[src/rtl/fifo_wr_arbiter.sv]
// Round-robin write-lane arbiter in front of a multi-port fifo.
// Grants up to WRITE requesters per cycle, packs them onto lanes 0..k-1 and sequences flush.
module fifo_wr_arbiter #(
    parameter int DATA  = 32,
    parameter int REQ   = 4,
    parameter int WRITE = 4
) (
    input  logic                  clk,
    input  logic                  reset,
    input  logic                  flush,
    input  logic [REQ-1:0]        req_v,
    input  logic [REQ*DATA-1:0]   req_d,
    output logic [REQ-1:0]        req_rdy,
    input  logic                  fifo_busy,
    output logic [WRITE-1:0]      fifo_we,
    output logic [WRITE*DATA-1:0] fifo_wd,
    output logic                  fifo_flush
);

    localparam int PW = (REQ > 1) ? $clog2(REQ) : 1;
    localparam int GR = (WRITE < REQ) ? WRITE : REQ;

    logic [PW-1:0]         ptr;
    logic [PW-1:0]         ptr_next;
    logic [2*REQ-1:0]      v_dbl;
    logic [2*REQ*DATA-1:0] d_dbl;
    logic [REQ-1:0]        rot_v;
    logic [REQ*DATA-1:0]   rot_d;
    logic [REQ-1:0]        rot_gnt;
    logic [2*REQ-1:0]      gnt_dbl;
    logic [WRITE-1:0]      lane_we;
    logic [WRITE*DATA-1:0] lane_d;
    logic                  any_gnt;
    int                    cnt;
    int                    last;

    // Rotate requesters so position 0 is the current round-robin head; the scan is then a
    // plain lowest-first walk and lane k falls out as the k-th hit.
    always_comb begin
        v_dbl   = {req_v, req_v} >> ptr;
        d_dbl   = {req_d, req_d} >> (int'(ptr) * DATA);
        rot_v   = v_dbl[REQ-1:0];
        rot_d   = d_dbl[REQ*DATA-1:0];
        rot_gnt = '0;
        lane_we = '0;
        lane_d  = '0;
        cnt     = 0;
        last    = 0;
        if (!reset && !flush && !fifo_busy) begin
            for (int j = 0; j < REQ; j++) begin
                if (rot_v[j] && (cnt < GR)) begin
                    rot_gnt[j]                 = 1'b1;
                    lane_we[cnt]               = 1'b1;
                    lane_d[cnt*DATA +: DATA]   = rot_d[j*DATA +: DATA];
                    last                       = j;
                    cnt                        = cnt + 1;
                end
            end
        end
        gnt_dbl  = {rot_gnt, rot_gnt} << ptr;
        req_rdy  = gnt_dbl[2*REQ-1:REQ];
        any_gnt  = |rot_gnt;
        ptr_next = PW'((int'(ptr) + last + 1) % REQ);
    end

    always_ff @(posedge clk) begin
        if (reset) begin
            ptr        <= '0;
            fifo_we    <= '0;
            fifo_wd    <= '0;
            fifo_flush <= 1'b0;
        end else if (flush) begin
            ptr        <= '0;
            fifo_we    <= '0;
            fifo_wd    <= '0;
            fifo_flush <= 1'b1;
        end else begin
            fifo_we    <= lane_we;
            fifo_wd    <= lane_d;
            fifo_flush <= 1'b0;
            if (any_gnt) begin
                ptr <= ptr_next;
            end
        end
    end

endmodule

[config.mk]
export PLATFORM = sky130hd
export DESIGN_NAME = fifo_wr_arbiter
export DESIGN_NICKNAME = d
export VERILOG_FILES = /design/src/rtl/fifo_wr_arbiter.sv
export SDC_FILE = /design/constraint.sdc
export NUM_CORES = 1
export LEC_CHECK = 0
export CAP_MARGIN = 20
export CORE_AREA = 2 2 143 145
export DETAILED_ROUTE_END_ITERATION = 8
export DIE_AREA = 0 0 145 147
export PLACE_DENSITY_LB_ADDON = 0.05
export SLEW_MARGIN = 20
export SYNTH_ARGS = -nofsm -noshare
export SYNTH_HDL_FRONTEND = slang
export SYNTH_SLANG_ARGS = --single-unit
[constraint.sdc]
create_clock -name clk -period 7.6 [get_ports clk]
set_clock_uncertainty 0.1 [all_clocks]
set_input_delay 1.9 -clock clk [delete_from_list [all_inputs] [get_ports clk]]
set_output_delay 1.9 -clock clk [all_outputs]
set_load 0.03 [all_outputs]
### Word-level counts from Yosys, hierarchy flattened

Cells that the tools add are included.

| word-level totals | value |
|---|---|
| register bits after elaboration | 135 |
| output and inout bits | 137 |
| logic and storage cells | 85 |

| cells by class | value |
|---|---|
| add/sub/neg operators | 7 |
| order comparisons | 9 |
| shifts and indexed selects | 9 |
| muxes and demuxes | 38 |
| bitwise logic cells | 4 |
| reduce and logical (&&, ||, !) cells | 14 |

Operators with widths:

| kind | number |
|---|---|
| 2-to-1 mux 128 bit | 5 |
| bitwise mux 128 bit | 3 |
| variable shift 32 x 33 -> 128 bit (first input constant) | 3 |
| indexed part select 32 x 33 -> 128 bit | 3 |
| >> shifter 256 x 7 -> 128 bit | 1 |
| 2-to-1 mux 32 bit | 7 |
| less-than comparator 32 x 4 -> 1 bit (second input constant) | 6 |
| negation 32 -> 33 bit | 3 |
| >= comparator 32 x 1 -> 1 bit (second input constant) | 3 |
| adder 32 x 2 -> 32 bit (second input constant) | 2 |
| 2-to-1 mux 4 bit | 6 |
| 2-to-1 mux 1 bit | 11 |
| logical AND 1 bit | 8 |
| bitwise OR 4 bit | 2 |
| << shifter 8 x 2 -> 8 bit | 1 |
| >> shifter 8 x 2 -> 4 bit | 1 |
| demux 1 bit (select 2 bit) | 3 |
| 2-to-1 mux 2 bit | 3 |
| bitwise OR 1 x 4 -> 4 bit | 1 |
| OR reduction 4 bit | 1 |
| logical NOT 1 bit | 3 |
| OR reduction 3 bit | 1 |
| adder 2 bit | 1 |
| adder 2 bit (second input constant) | 1 |
| other kinds (2) | 2 |

### Logic depth before layout (Yosys ltp)

| logic depth | value |
|---|---|
| depth after elaboration | 18 |
| gate-level depth with buffers | 17 |

### Worst setup path before layout

OpenSTA, ideal clock, no wires.

| timing path | value |
|---|---|
| path type | input to register |
| start | input req_v[0] |
| end | register fifo_wd[11] |
| library setup time | 86 ps |
| arrival | 5002 ps |
| data required time | 7414 ps |
| slack | 2413 ps |
| stages on the path | 16 |
| cells stage by stage | buf_6 -> mux2i_1 -> mux2_2 -> clkbuf_1 -> ha_1 -> nand2_1 -> clkbuf_1 -> o21ai_0 -> and2_1 -> ha_1 -> nor4b_1 -> nand3_1 -> clkbuf_1 -> o21ai_1 -> a21oi_1 -> a211oi_1 |

| on the way | value |
|---|---|
| cells in the longest elaborated chain, start to end | 15 |
| elaborated cells on any way between the ends | 34 |
| classes of those cells | add/sub (5); order compare (3); shift (7); mux (16); reduce/logical (3) |

RTL lines:

| what | line | RTL |
|---|---|---|
| start: declaration | 11 | `input logic [REQ-1:0] req_v,` |
| >> shifter 8 x 2 -> 4 bit (*) | 40 | `v_dbl = {req_v, req_v} >> ptr;` |
| 2-to-1 mux 1 bit | 51 | `if (rot_v[j] && (cnt < GR)) begin` |
| 2-to-1 mux 32 bit | 49 | `if (!reset && !flush && !fifo_busy) begin` |
| less-than comparator 32 x 4 -> 1 bit | 51 |  |
| logical AND 1 bit | 51 |  |
| 2-to-1 mux 32 bit | 51 |  |
| 2-to-1 mux 32 bit | 49 |  |
| less-than comparator 32 x 4 -> 1 bit | 51 |  |
| logical AND 1 bit | 51 |  |
| 2-to-1 mux 32 bit | 51 |  |
| 2-to-1 mux 32 bit | 49 |  |
| negation 32 -> 33 bit | 54 | `lane_d[cnt*DATA +: DATA] = rot_d[j*DATA +: DATA];` |
| indexed part select 32 x 33 -> 128 bit / variable shift 32 x 33 -> 128 bit (equally long branches) | 54 |  |
| bitwise mux 128 bit | 54 |  |
| 2-to-1 mux 128 bit (*) | 51 |  |
| end signal: assignment | 79 | `fifo_wd <= lane_d;` |
| end: declaration | 16 | `output logic [WRITE*DATA-1:0] fifo_wd,` |

Every way passes the cells marked *; elsewhere a longest branch is shown, timed or not. The select of a mux whose other input is x is not followed.
A chain may end at the register's enable or synchronous reset.

### Worst setup path after layout

| timing path | value |
|---|---|
| start | input req_v[0] |
| end | register fifo_wd[5] |

Same word-level chain as after synthesis.

==> reports/metrics.cfg <==
[worst_setup_path]
cp_num_buf_inv = 3
required_ns = 7.83
start_kind = primary input
path_class = in -> reg
r2r_start = ptr[0]
path_cells = clkdlybuf4s50_1 -> mux2i_2 -> mux2_2 -> inv_2 -> fa_1 -> inv_1 -> and2_1 -> ha_1 -> nor4b_1 -> nand3_2 -> o21ai_0 -> a21oi_1 -> a211oi_1
path_max_fanout = 35
slowest_delay_ns = 0.70
crit_arrival_ns = 6.50
cp-startpoint = req_v[0]
critPathSlowestCell = fa_1
crit_family = simple AND/OR/NAND/NOR gates
cp-end-kind = flop

[global_route]
grt_pass1_wl_um = 48900
antenna_found_initial = 0
grt_start_max_net_pins = 82
grt_pass1_vias = 8581
grt_overflow_total = 0
track_usage = 0.292

[timing]
rsz0062_at_grt = no
slew_headroom = 0.215
finalSetupViolations = 0
fin_tns_setup_ns = 0
finalCritPeriodShare = 0.826
fmax_ghz = 0.159
hold_viol = 0
worst_slack_ns = 1.32
drv_slew = 0
min_period_ns = 6.28
hold_slack_ns = 0.843
worst_pin_slew_ns = 1.18

[route]
first_pass_iters = 5
wl_per_cell_um = 21.8
drt_iter0_drc = 753
wirelength_um = 32000
vias = 9163
drc = 0
final_antenna_net_count = 0
post_drt_via_cell_ratio = 6.25

[logic_synthesis]
yosys.area.top_type = dfxtp_1
synth_cell_types = 49
syn_area_per_cell_sq_um = 9.36
synthArstFlopShare = 0
syn_nets = 1127
synth_area_leaders = dfxtp_1 29%, mux4_2 13%, mux2i_1 9.0%, mux2_2 6.5%, o21ai_0 4.1%
synth_edf_count = 0
postSynthCellCount = 981
synthTopCellsByCount = 135 x dfxtp_1, 99 x nor2_1, 83 x mux2i_1, 76 x o21ai_0, 55 x a21oi_1
ys.flop_type = dfxtp_1
synth_top_area_frac = 0.294
synth_seq_cells = 135
post-synth-top-count-cell = dfxtp_1
netlist_area_sq_mm = 0.00919
ys_warn_count = 0
seq_area_frac_synth = 0.294

[cells_and_area]
drive_gt1_frac = 0.151
nets = 1329
instances_no_fill = 1466
area_delta_synth_final_pct = 35.5
final_util = 0.627
antenna_cells = 0

[clock_tree]
ctsHoldBuffers = 0
cts_buffer_depth = 2
root_buffer = clkbuf_16
clock_latency_ns = 0.42
cts_tree = yes
cts.clk_slew.worst_paths_ns = 0.06
numCtsBuffers = 17
postCtsSetupRepairBufs = 0
cts_resized = 0
cts-htree-levels = 4
clock-sinks = 135

[floorplanning]
dieArea_sq_mm = 0.0213
num_rows = 52
die_w_um = 145
io_pins = 273
initial_core_util = 0.463
die_h_um = 147
core_area_sq_mm = 0.0198

[placed_design]
portBuffers = 272
place_hpwl_um = 20900
dp_slack_ns = 0.974
gp_congestion = 0.839
dp_cells = 1434

[worst_hold_path]
min_path_type = reg -> reg
hp-start = ptr[0]

[power]
powerDensity_mw_per_mm2 = 182
peakVddDrop_v = 0.000162
power.leakage_nw = 4.33

[outcome]
status = completed

[run]
max_cap_violations = 0

cell families after synthesis:
logic type / count (synthesis) / synth area share
simple gates: 260 / 0.137
fa+ha+maj: 10 / 0.0144
mux: 189 / 0.285
buf+inv: 111 / 0.0635
flops: 135 / 0.294
compound gates: 276 / 0.206
cells in the final DEF, fill, tap and decap left out, types with 13 or more instances in the layout:
cell,synthesis,layout
clkdlybuf4s50_1,0,272
dfxtp_1,135,133
nor2_1,99,97
mux2i_1,83,82
o21ai_0,76,76
a21oi_1,55,55
mux4_2,53,53
mux2_2,53,53
a221oi_1,35,35
nand3_1,34,32
nand2_1,32,31
nor3_1,30,28
a22o_1,19,19
clkbuf_16,0,17
nor3b_1,15,15
a221o_1,14,14
a211oi_1,14,14
o31ai_1,14,14
buf_4,12,14
o32ai_1,13,13
final cells by class:
class | instances | area [sq um]
Clock buffer | 19 | 453
Clock inverter | 13 | 121
Fill cell | 1719 | 7400
Inverter | 7 | 26.3
Multi-Input combinational cell | 735 | 5950
Sequential cell | 135 | 2710
Tap cell | 270 | 338
Timing Repair Buffer | 287 | 2850
registers in the layout (all words and copies together), names as in the netlist:
| register | cells |
|---|---|
| fifo_wd | 128 |
| fifo_we | 4 |
| ptr | 2 |
| fifo_flush | 1 |
where the power goes:
part           leakage [nW]  internal (W)  switching [W]
logic                  2.97      0.000309       0.000398
registers              1.09      0.000729      0.0000221
clock network         0.268      0.000470       0.000340
total                  4.33       0.00151       0.000760
worst min-delay path, cell delays in order (launching register included):
cell and delay, ns:
dfxtp_4 0.64, nor2_1 0.20, a2111oi_0 0.06
routing by layer:
layer | vias up | GRT usage | part of all wire
met5 | - | 0 | 0
met4 | 0 | 0.0946 | 0.023
met3 | 51 | 0.0711 | 0.094
met2 | 518 | 0.472 | 0.47
met1 | 4434 | 0.386 | 0.42
li1 | 4160 | - | -
worst paths after layout:
path	to	slack (ns)	cells after the start
max reg2reg	fifo_wd[5]	2.29	12
max	fifo_wd[5]	1.32	13
min	ptr[0]	0.84	2
min reg2reg	ptr[0]	0.84	2
stage by stage:
stage / cell area (sq um) / power, W
after global placement: 11900 / 0.00145
after detailed placement: 11900 / 0.00146
after floorplan: 9190 / 0.00122
final: 12400 / 0.00227
after CTS: 12400 / 0.00227
after global routing: 12400 / 0.00236
Note: power is estimated with default switching activity, not from simulation.
